### config.mk
export PLATFORM = sky130hd
export DESIGN_NAME = data_mem_arbiter
export DESIGN_NICKNAME = d
export VERILOG_FILES = /design/src/rtl/arb_pkg.sv /design/src/rtl/sat_counter.sv /design/src/rtl/data_mem_arbiter.sv
export SDC_FILE = /design/constraint.sdc
export NUM_CORES = 1
export LEC_CHECK = 0
export BUFFER_PORTS_ARGS = -buffer_cell sky130_fd_sc_hd__buf_2
export CAP_MARGIN = 20
export CORE_AREA = 2 2 117 119
export CTS_CLUSTER_DIAMETER = 150
export DETAILED_ROUTE_END_ITERATION = 8
export DIE_AREA = 0 0 119 121
export MAX_ROUTING_LAYER = met4
export PLACE_DENSITY_LB_ADDON = 0.08
export SLEW_MARGIN = 20
export SYNTH_ARGS = -nofsm -noshare
export SYNTH_HDL_FRONTEND = slang
export SYNTH_SLANG_ARGS = --single-unit
### constraint.sdc
create_clock -name clk -period 2 [get_ports clk]
set_clock_uncertainty 0.05 [all_clocks]
set_input_delay 0.2 -clock clk [delete_from_list [all_inputs] [get_ports clk]]
set_output_delay 0.2 -clock clk [all_outputs]
set_load 0.005 [all_outputs]
### src/rtl/arb_pkg.sv
// ---------------------------------------------------------------------------
// arb_pkg: shared types and counter widths for data_mem_arbiter. Rev 1.0
// ---------------------------------------------------------------------------
`default_nettype none

package arb_pkg;

  typedef enum logic [0:0] {
    IDLE  = 1'b0,
    BURST = 1'b1
  } arb_state_t;

  typedef enum logic [1:0] {
    OWN_NONE = 2'd0,
    OWN_CPU  = 2'd1,
    OWN_DMA  = 2'd2
  } owner_t;

  localparam int MAX_STARVE_LIMIT = 15;
  localparam int MAX_BURST_LIMIT  = 16;
  localparam int STARVE_W         = $clog2(MAX_STARVE_LIMIT + 1);
  localparam int BEAT_W           = $clog2(MAX_BURST_LIMIT + 1);

endpackage

`default_nettype wire

### src/rtl/sat_counter.sv
// ---------------------------------------------------------------------------
// sat_counter: up-counter saturating at MAX; clr with inc restarts at 1. Rev 1.0
// ---------------------------------------------------------------------------
`default_nettype none

module sat_counter #(
  parameter int           W   = 4,
  parameter logic [W-1:0] MAX = '1
) (
  input  logic         clk,
  input  logic         reset,
  input  logic         inc,
  input  logic         clr,
  output logic [W-1:0] cnt
);

  logic [W-1:0] cnt_q;
  logic [W-1:0] cnt_d;

  always_comb begin
    cnt_d = cnt_q;
    if (clr) begin
      cnt_d = inc ? W'(1) : '0;
    end else if (inc && (cnt_q != MAX)) begin
      cnt_d = cnt_q + 1'b1;
    end
  end

  always_ff @(posedge clk or negedge reset) begin
    if (!reset) begin
      cnt_q <= '0;
    end else begin
      cnt_q <= cnt_d;
    end
  end

  assign cnt = cnt_q;

endmodule

`default_nettype wire

### src/rtl/data_mem_arbiter.sv
// ---------------------------------------------------------------------------
// data_mem_arbiter: CPU/DMA arbiter for the single-port data memory with
// starvation bound and locked DMA bursts. Optional ARB_STATS_EN. Rev 1.0
// ---------------------------------------------------------------------------
`default_nettype none

module data_mem_arbiter
  import arb_pkg::*;
#(
  parameter int ADDR_WIDTH = 10,
  parameter int DATA_WIDTH = 32,
  parameter int MAX_STARVE = 4,
  parameter int MAX_BURST  = 8
) (
  input  logic                  clk,
  input  logic                  reset,
  input  logic                  cpu_req,
  input  logic                  cpu_we,
  input  logic [ADDR_WIDTH-1:0] cpu_addr,
  input  logic [DATA_WIDTH-1:0] cpu_wdata,
  output logic [DATA_WIDTH-1:0] cpu_rdata,
  output logic                  cpu_stall,
  input  logic                  dma_req,
  input  logic                  dma_lock,
  input  logic                  dma_we,
  input  logic [ADDR_WIDTH-1:0] dma_addr,
  input  logic [DATA_WIDTH-1:0] dma_wdata,
  output logic                  dma_gnt,
  output logic                  dma_rvalid,
  output logic [DATA_WIDTH-1:0] dma_rdata,
  output logic                  mem_we,
  output logic                  mem_re,
  output logic [ADDR_WIDTH-1:0] mem_addr,
  output logic [DATA_WIDTH-1:0] mem_wdata,
  input  logic [DATA_WIDTH-1:0] mem_rdata,
  output logic [31:0]           stat_cpu_stalls,
  output logic [31:0]           stat_dma_beats
);

  arb_state_t            state_q;
  arb_state_t            state_d;
  owner_t                owner;
  logic                  burst_exit;
  logic                  cpu_pref_q;
  logic                  cpu_gnt;
  logic [STARVE_W-1:0]   starve_cnt;
  logic [BEAT_W-1:0]     beat_cnt;
  logic                  dma_rvalid_q;
  logic [DATA_WIDTH-1:0] dma_rdata_q;

  // DMA is never granted while reset is held, so a reset mid-burst drops ownership at once.
  always_comb begin
    owner      = OWN_NONE;
    state_d    = state_q;
    burst_exit = 1'b0;
    case (state_q)
      IDLE: begin
        if (dma_req && reset &&
            (!cpu_req || ((starve_cnt == STARVE_W'(MAX_STARVE)) && !cpu_pref_q))) begin
          owner = OWN_DMA;
        end else if (cpu_req) begin
          owner = OWN_CPU;
        end
        if ((owner == OWN_DMA) && dma_lock) begin
          state_d = BURST;
        end
      end
      BURST: begin
        if (dma_req && reset) begin
          owner = OWN_DMA;
        end
        if ((owner != OWN_DMA) || !dma_lock ||
            ((beat_cnt + 1'b1) == BEAT_W'(MAX_BURST))) begin
          burst_exit = 1'b1;
          state_d    = IDLE;
        end
      end
      default: state_d = IDLE;
    endcase
  end

  assign cpu_gnt   = (owner == OWN_CPU);
  assign dma_gnt   = (owner == OWN_DMA);
  assign cpu_stall = cpu_req & ~cpu_gnt;
  assign cpu_rdata = cpu_gnt ? mem_rdata : '0;

  assign mem_we    = (cpu_gnt & cpu_we) | (dma_gnt & dma_we);
  assign mem_re    = (cpu_gnt & ~cpu_we) | (dma_gnt & ~dma_we);
  assign mem_addr  = dma_gnt ? dma_addr : cpu_addr;
  assign mem_wdata = dma_gnt ? dma_wdata : cpu_wdata;

  always_ff @(posedge clk or negedge reset) begin
    if (!reset) begin
      state_q      <= IDLE;
      cpu_pref_q   <= 1'b0;
      dma_rvalid_q <= 1'b0;
      dma_rdata_q  <= '0;
    end else begin
      state_q      <= state_d;
      cpu_pref_q   <= burst_exit;
      dma_rvalid_q <= dma_gnt & ~dma_we;
      if (dma_gnt && !dma_we) begin
        dma_rdata_q <= mem_rdata;
      end
    end
  end

  assign dma_rvalid = dma_rvalid_q;
  assign dma_rdata  = dma_rdata_q;

  sat_counter #(
    .W   (STARVE_W),
    .MAX (STARVE_W'(MAX_STARVE))
  ) u_starve (
    .clk   (clk),
    .reset (reset),
    .inc   (dma_req & ~dma_gnt),
    .clr   (dma_gnt),
    .cnt   (starve_cnt)
  );

  // Entering a burst restarts the beat count at 1 (clr and inc together).
  sat_counter #(
    .W   (BEAT_W),
    .MAX (BEAT_W'(MAX_BURST))
  ) u_beat (
    .clk   (clk),
    .reset (reset),
    .inc   (dma_gnt && (state_d == BURST)),
    .clr   ((state_d == IDLE) || (state_q == IDLE)),
    .cnt   (beat_cnt)
  );

`ifdef ARB_STATS_EN
  sat_counter #(
    .W   (32),
    .MAX (32'hFFFF_FFFF)
  ) u_stat_stall (
    .clk   (clk),
    .reset (reset),
    .inc   (cpu_stall),
    .clr   (1'b0),
    .cnt   (stat_cpu_stalls)
  );

  sat_counter #(
    .W   (32),
    .MAX (32'hFFFF_FFFF)
  ) u_stat_beats (
    .clk   (clk),
    .reset (reset),
    .inc   (dma_gnt),
    .clr   (1'b0),
    .cnt   (stat_dma_beats)
  );
`else
  assign stat_cpu_stalls = '0;
  assign stat_dma_beats  = '0;
`endif

endmodule

`default_nettype wire

== Word level (Yosys, flattened, before mapping) ==
Index checks and enable logic that the tools add are counted.

* Input bits: 123
* Word-level logic and storage cells: 68
* Bits in registers: 44
* Output and inout port bits: 175

* Reduce and logical (&&, ||, !) cells: 18
* Equal/unequal tests: 8
* Mux-type cells: 20
* Add/sub/neg operators: 2
* Bitwise gates (word level): 14

{| class="wikitable"
|+ Operators by type and width
! operator !! number
|-
| $mux 32 || 2
|-
| $mux 10 || 1
|-
| $mux 5 || 2
|-
| $logic_and 1x1->1 || 8
|-
| $mux 2 || 4
|-
| $mux 4 || 2
|-
| $mux 1 || 7
|-
| $and 1x1->1 || 6
|-
| $not 1->1 || 6
|-
| $add 5x1->5 const B || 1
|-
| $eq 5x4->1 const B || 1
|-
| $ne 5x4->1 const B || 1
|-
| $add 4x1->4 const B || 1
|-
| $eq 2x2->1 const B || 2
|-
| $eq 4x3->1 const B || 1
|-
| $logic_not 1->1 || 4
|-
| $logic_or 1x1->1 || 4
|-
| $ne 4x3->1 const B || 1
|-
| $pmux 2 s2 || 1
|-
| $reduce_bool 2->1 || 2
|-
| $eq 2x1->1 const B || 1
|-
| $ne 2x2->1 const B || 1
|-
| $or 1x1->1 || 2
|-
| $pmux 1 s2 || 1
|}

== Depth between registers and ports, before layout ==
* Depth after elaboration: 14
* Gate-level depth with buffers: 8
* Gate-level depth less buffers: 6

== Cells and area by module ==
From an unflattened synthesis, not the netlist that was laid out.

* Cell total of the unflattened synthesis: 291
* Area, all modules: 3145.5 µm²

{| class="wikitable"
|+ Modules (own cells, without submodules)
! module !! sequential area each (µm²) !! cells each !! instances !! area each (µm²)
|-
| data_mem_arbiter || 875.8 || 239 || 1 || 2633.8
|-
| sat_counter (u_beat) || 125.1 || 28 || 1 || 280.3
|-
| sat_counter (u_starve) || 100.1 || 24 || 1 || 231.5
|}

== Worst setup path after synthesis ==
OpenSTA, ideal clock, no wires.

* Path type: reg2out
* Start point: register u_starve.cnt_q[0] (netlist: u_starve.cnt[0])
* End point: output mem_wdata[17]
* Data arrival time: 1.664 ns
* Data required time: 1.750 ns
* Cell stages (with the launch flop): 8
* Path buffers: 2
* Slack: 0.086 ns
* Path through: dfrtp_1 -> inv_1 -> ha_1 -> nand4bb_4 -> a21oi_2 -> buf_4 -> buf_4 -> mux2_2

* Cells in the longest elaborated chain, start to end: 9

{| class="wikitable"
|+ Ends and longest elaborated chain
! what !! RTL line !! source
|-
| start: declaration || sat_counter.sv:17 || <nowiki>logic [W-1:0] cnt_q;</nowiki>
|-
| start signal: assignment || sat_counter.sv:33 || <nowiki>cnt_q <= cnt_d;</nowiki>
|-
| $eq 4x3->1 || data_mem_arbiter.sv:59 || <nowiki>(!cpu_req || ((starve_cnt == STARVE_W'(MAX_STARVE)) && !cpu_pref_q))) begin</nowiki>
|-
| $logic_and 1x1->1 || data_mem_arbiter.sv:59 ||
|-
| $logic_or 1x1->1 || data_mem_arbiter.sv:59 ||
|-
| $logic_and 1x1->1 || data_mem_arbiter.sv:58 || <nowiki>if (dma_req && reset &&</nowiki>
|-
| $mux 2 || data_mem_arbiter.sv:58 ||
|-
| $mux 2 || data_mem_arbiter.sv:56 || <nowiki>case (state_q)</nowiki>
|-
| $pmux 2 s2 || data_mem_arbiter.sv:56 ||
|-
| $eq 2x2->1 || data_mem_arbiter.sv:83 || <nowiki>assign dma_gnt = (owner == OWN_DMA);</nowiki>
|-
| $mux 32 || data_mem_arbiter.sv:90 || <nowiki>assign mem_wdata = dma_gnt ? dma_wdata : cpu_wdata;</nowiki>
|-
| end: declaration || data_mem_arbiter.sv:34 || <nowiki>output logic [DATA_WIDTH-1:0] mem_wdata,</nowiki>
|}

Every way passes these cells. The select of a mux whose other input is x is not followed.

== Worst setup path in the final report ==
* Start point: register u_starve.cnt_q[0] (netlist: u_starve.cnt[0])
* End point: output mem_wdata[13]

Same word-level chain as after synthesis.

==> flow_summary_export.csv <==
group,metric,value,unit
yosys,synth_cell_types,38,
routing,firstDrtPassIters,4,
global_routing,track_usage,13.6,%
floorplan,io_pins,298,
worst_setup_path,cp_data_required_time,1750,ps
placement,place_congestion,0.770,
global_routing,grt_max_degree,35,
placement,port_buffers,233,
run,cap_violations,0,
routing,finalWirelength,10.9,mm
timing,hold_viol_final,0,
worst_setup_path,critical_path_arrival,2040,ps
yosys,yosys_most_used_dff,"dfrtp_1",
routing,post_drt_wl_per_cell,14.9,µm
worst_setup_path,critPathMaxFanout,5,
timing,relSlewSlack,66.3,%
clock_network,clk_latency,290,ps
pwr,vdd_ir_drop_max,0.000356,V
layout,fin_cells,733,
yosys,yosys.area.top_type,"dfrtp_1",
global_routing,grt-ovfl-total,0,
yosys,syn_area,3150,µm²
worst_setup_path,crit_family,"buffers and inverters",
layout,mostFrequentLayoutCells,"buf_2, buf_6, conb_1",
placement,placed_cell_area,4330,µm²
layout,antenna_cells,0,
yosys,yosysSeqAreaShare,35.0,%
global_routing,grt_pass1_vias,2696,
yosys,ys.warnings.count,0,
yosys,synth.area.mux_share,27.1,%
clock_network,clk_pin_slew,60,ps
clock_network,numCtsBuffers,5,
routing,viasPerCell,3.97,
yosys,syn_area_per_cell,10.8,µm²
clock_network,htreeDepth,2,
floorplan,dieArea,14400,µm²
worst_setup_path,critPathLaunchType,"register",
layout,layout-drive-gt1-share,63.9,%
worst_setup_path,cp_slowest_cell,"dfrtp_1",
routing,drcViolationCount,0,
layout,utilization,42.1,%
placement,dp_hpwl,7.26,mm
yosys,postSynth.asyncResetShare,100,%
layout,final_common_cell,"buf_2",
yosys,synth_fa_ha_area_share,1.59,%
clock_network,clock_sinks,44,
timing,worst_slew_pin_slew,504,ps
worst_setup_path,crit_type,"register to output port",
worst_setup_path,worst_setup_path_end_kind,"output port",
floorplan,fp.coreArea,13100,µm²
placement,dp_slack,-46.1,ps
yosys,synth_area_leaders,"dfrtp_1, mux2_2, buf_4, mux2_1, and2_1",
yosys,synth_seq_cells,44,
worst_setup_path,crit_path_frequent_cell,"buf_12",
pwr,powerDensity,693,nW/µm²
placement,dpl.cell_count,699,
yosys,synth-compound-area-share,3.62,%
timing,max_freq,436,MHz
pwr,p_total,3.82,mW
min_path,hold_path_class,"primary input to asynchronous set/reset pin",
timing,slew_violations,0,
yosys,syn_inst,291,
floorplan,start_util,24.1,%
timing,fin_tns_setup,-19010,ps
outcome,violations,"negative setup slack",
yosys,synth_top_area_share,35.0,%
clock_network,cts-root-buf,"clkbuf_16",
routing,ant_nets,0,
yosys,synth_xor_area_share,1.39,%
layout,finalNetCount,683,
layout,syn_to_final_growth,75.0,%
global_routing,grt_pass1_wl,14.8,mm
floorplan,rows,42,
yosys,synth_top_family_by_area,"multiplexers",
timing,setup_ws,-295,ps
timing,setup_violations,109,
timing,whs,43.0,ps
routing,vias,2912,
yosys,synthSimpleGateAreaFrac,12.5,%
outcome,status,"complete, but fails checks",
routing,drt_iter0_drc,48,
pwr,leakage,2.88,nW
timing,rsz0062_at_grt,"true",
yosys,synth_edf_count,0,
floorplan,die_y,121,µm
timing,finalCriticalPeriod,2290,ps
clock_network,clk_path_buf_depth,2,
layout,final_cell_area,5510,µm²
global_routing,antenna_found_initial,0,
timing,period_share,115,%
worst_setup_path,worst-path-buf-inv,5,
clock_network,cts_tree,"yes",
worst_setup_path,worstPathCellList,"inv_2, ha_4, nand4bb_4, a21oi_4, buf_12, buf_12, buf_16, mux2_4, buf_6",
floorplan,fp.dieW,119,µm
worst_setup_path,cpPeakStageDelay,390,ps
-- cells in the mapped netlist (2+ instances only) --
library cell   n
xor2_1         4
buf_2          2
dfrtp_1       44
and4bb_2       2
mux2_1        28
buf_4         68
a21oi_1        2
nand2b_1       2
inv_1          6
mux2i_1        2
clkbuf_1       3
o211ai_1       2
mux2_2        46
and2_1        32
ha_1           4
buf_6          3
nand2_1        5
nand3_1        7
nor2_1         9
a21o_1         2
-- where the power goes --
| group | internal, mW | switching [mW] | total [mW] |
|---|---|---|---|
| Sequential | 1.14 | 0.128 | 1.27 |
| Clock | 0.497 | 0.366 | 0.863 |
| Combinational | 1.04 | 0.649 | 1.69 |
| Total | 2.67 | 1.14 | 3.82 |
-- area by class of cell --
class	instances	area (µm²)
Tap cell	176	220
Clock buffer	6	139
Fill cell	1275	7580
Timing Repair Buffer	271	2100
Sequential cell	44	1100
Multi-Input combinational cell	228	1910
Clock inverter	2	15.0
Inverter	6	22.5
-- path summary, 6_finish.rpt --
kind                            startpoint               to  slack, ps  cells past startpoint
setup / recovery           u_starve.cnt[0]    mem_wdata[13]       -290                      9
hold / removal                       reset          state_q         40                      3
setup reg to reg           u_starve.cnt[0]     dma_rdata[7]        -70                      9
hold reg to reg              dma_rdata[27]    dma_rdata[27]        430                      1
max in group asynchronous            reset  u_starve.cnt[2]       1060                      3
min in group clk              mem_rdata[1]     dma_rdata[1]         80                      2
-- logic make-up after synthesis --
kind of cell	count (synthesis)
muxes	76
buffers and inverters	82
DFF	44
xor gates and xnor gates	5
adders and majority gates	4
AOI/OAI and AO/OA	15
other	1
and+or+nand+nor	64
-- state kept, by name (all words and copies together) (netlist names) --
| signal | cells |
|---|---|
| dma_rvalid | 1 |
| u_starve.cnt | 4 |
| dma_rdata | 32 |
| u_beat.cnt | 5 |
| state_q | 1 |
| cpu_pref_q | 1 |
-- what timing repair did --
action,in CTS,in global routing
setup endpoints to repair,77,110
hold endpoints to repair,10,0
gates resized for setup,77,72
buffers inserted,12,2
hold buffers,1,0
pin swaps,14,20
cloned,9,3
-- per-layer routing --
metal | global-route usage (%) | wire length [µm] | up-vias | share of wire, %
li1 | - | - | 1388 | -
met1 | 17.3 | 4560 | 1385 | 42
met2 | 22.4 | 5750 | 130 | 53
met3 | 2.73 | 522 | 9 | 4.8
met4 | 2.75 | 95 | 0 | 0.87
met5 | - | 0 | - | 0
-- worst min-delay path, cell delays in order --
cell and delay [ps]:
buf_2 80, buf_4 130, buf_4 390
Note: power is estimated with default switching activity, not from simulation.
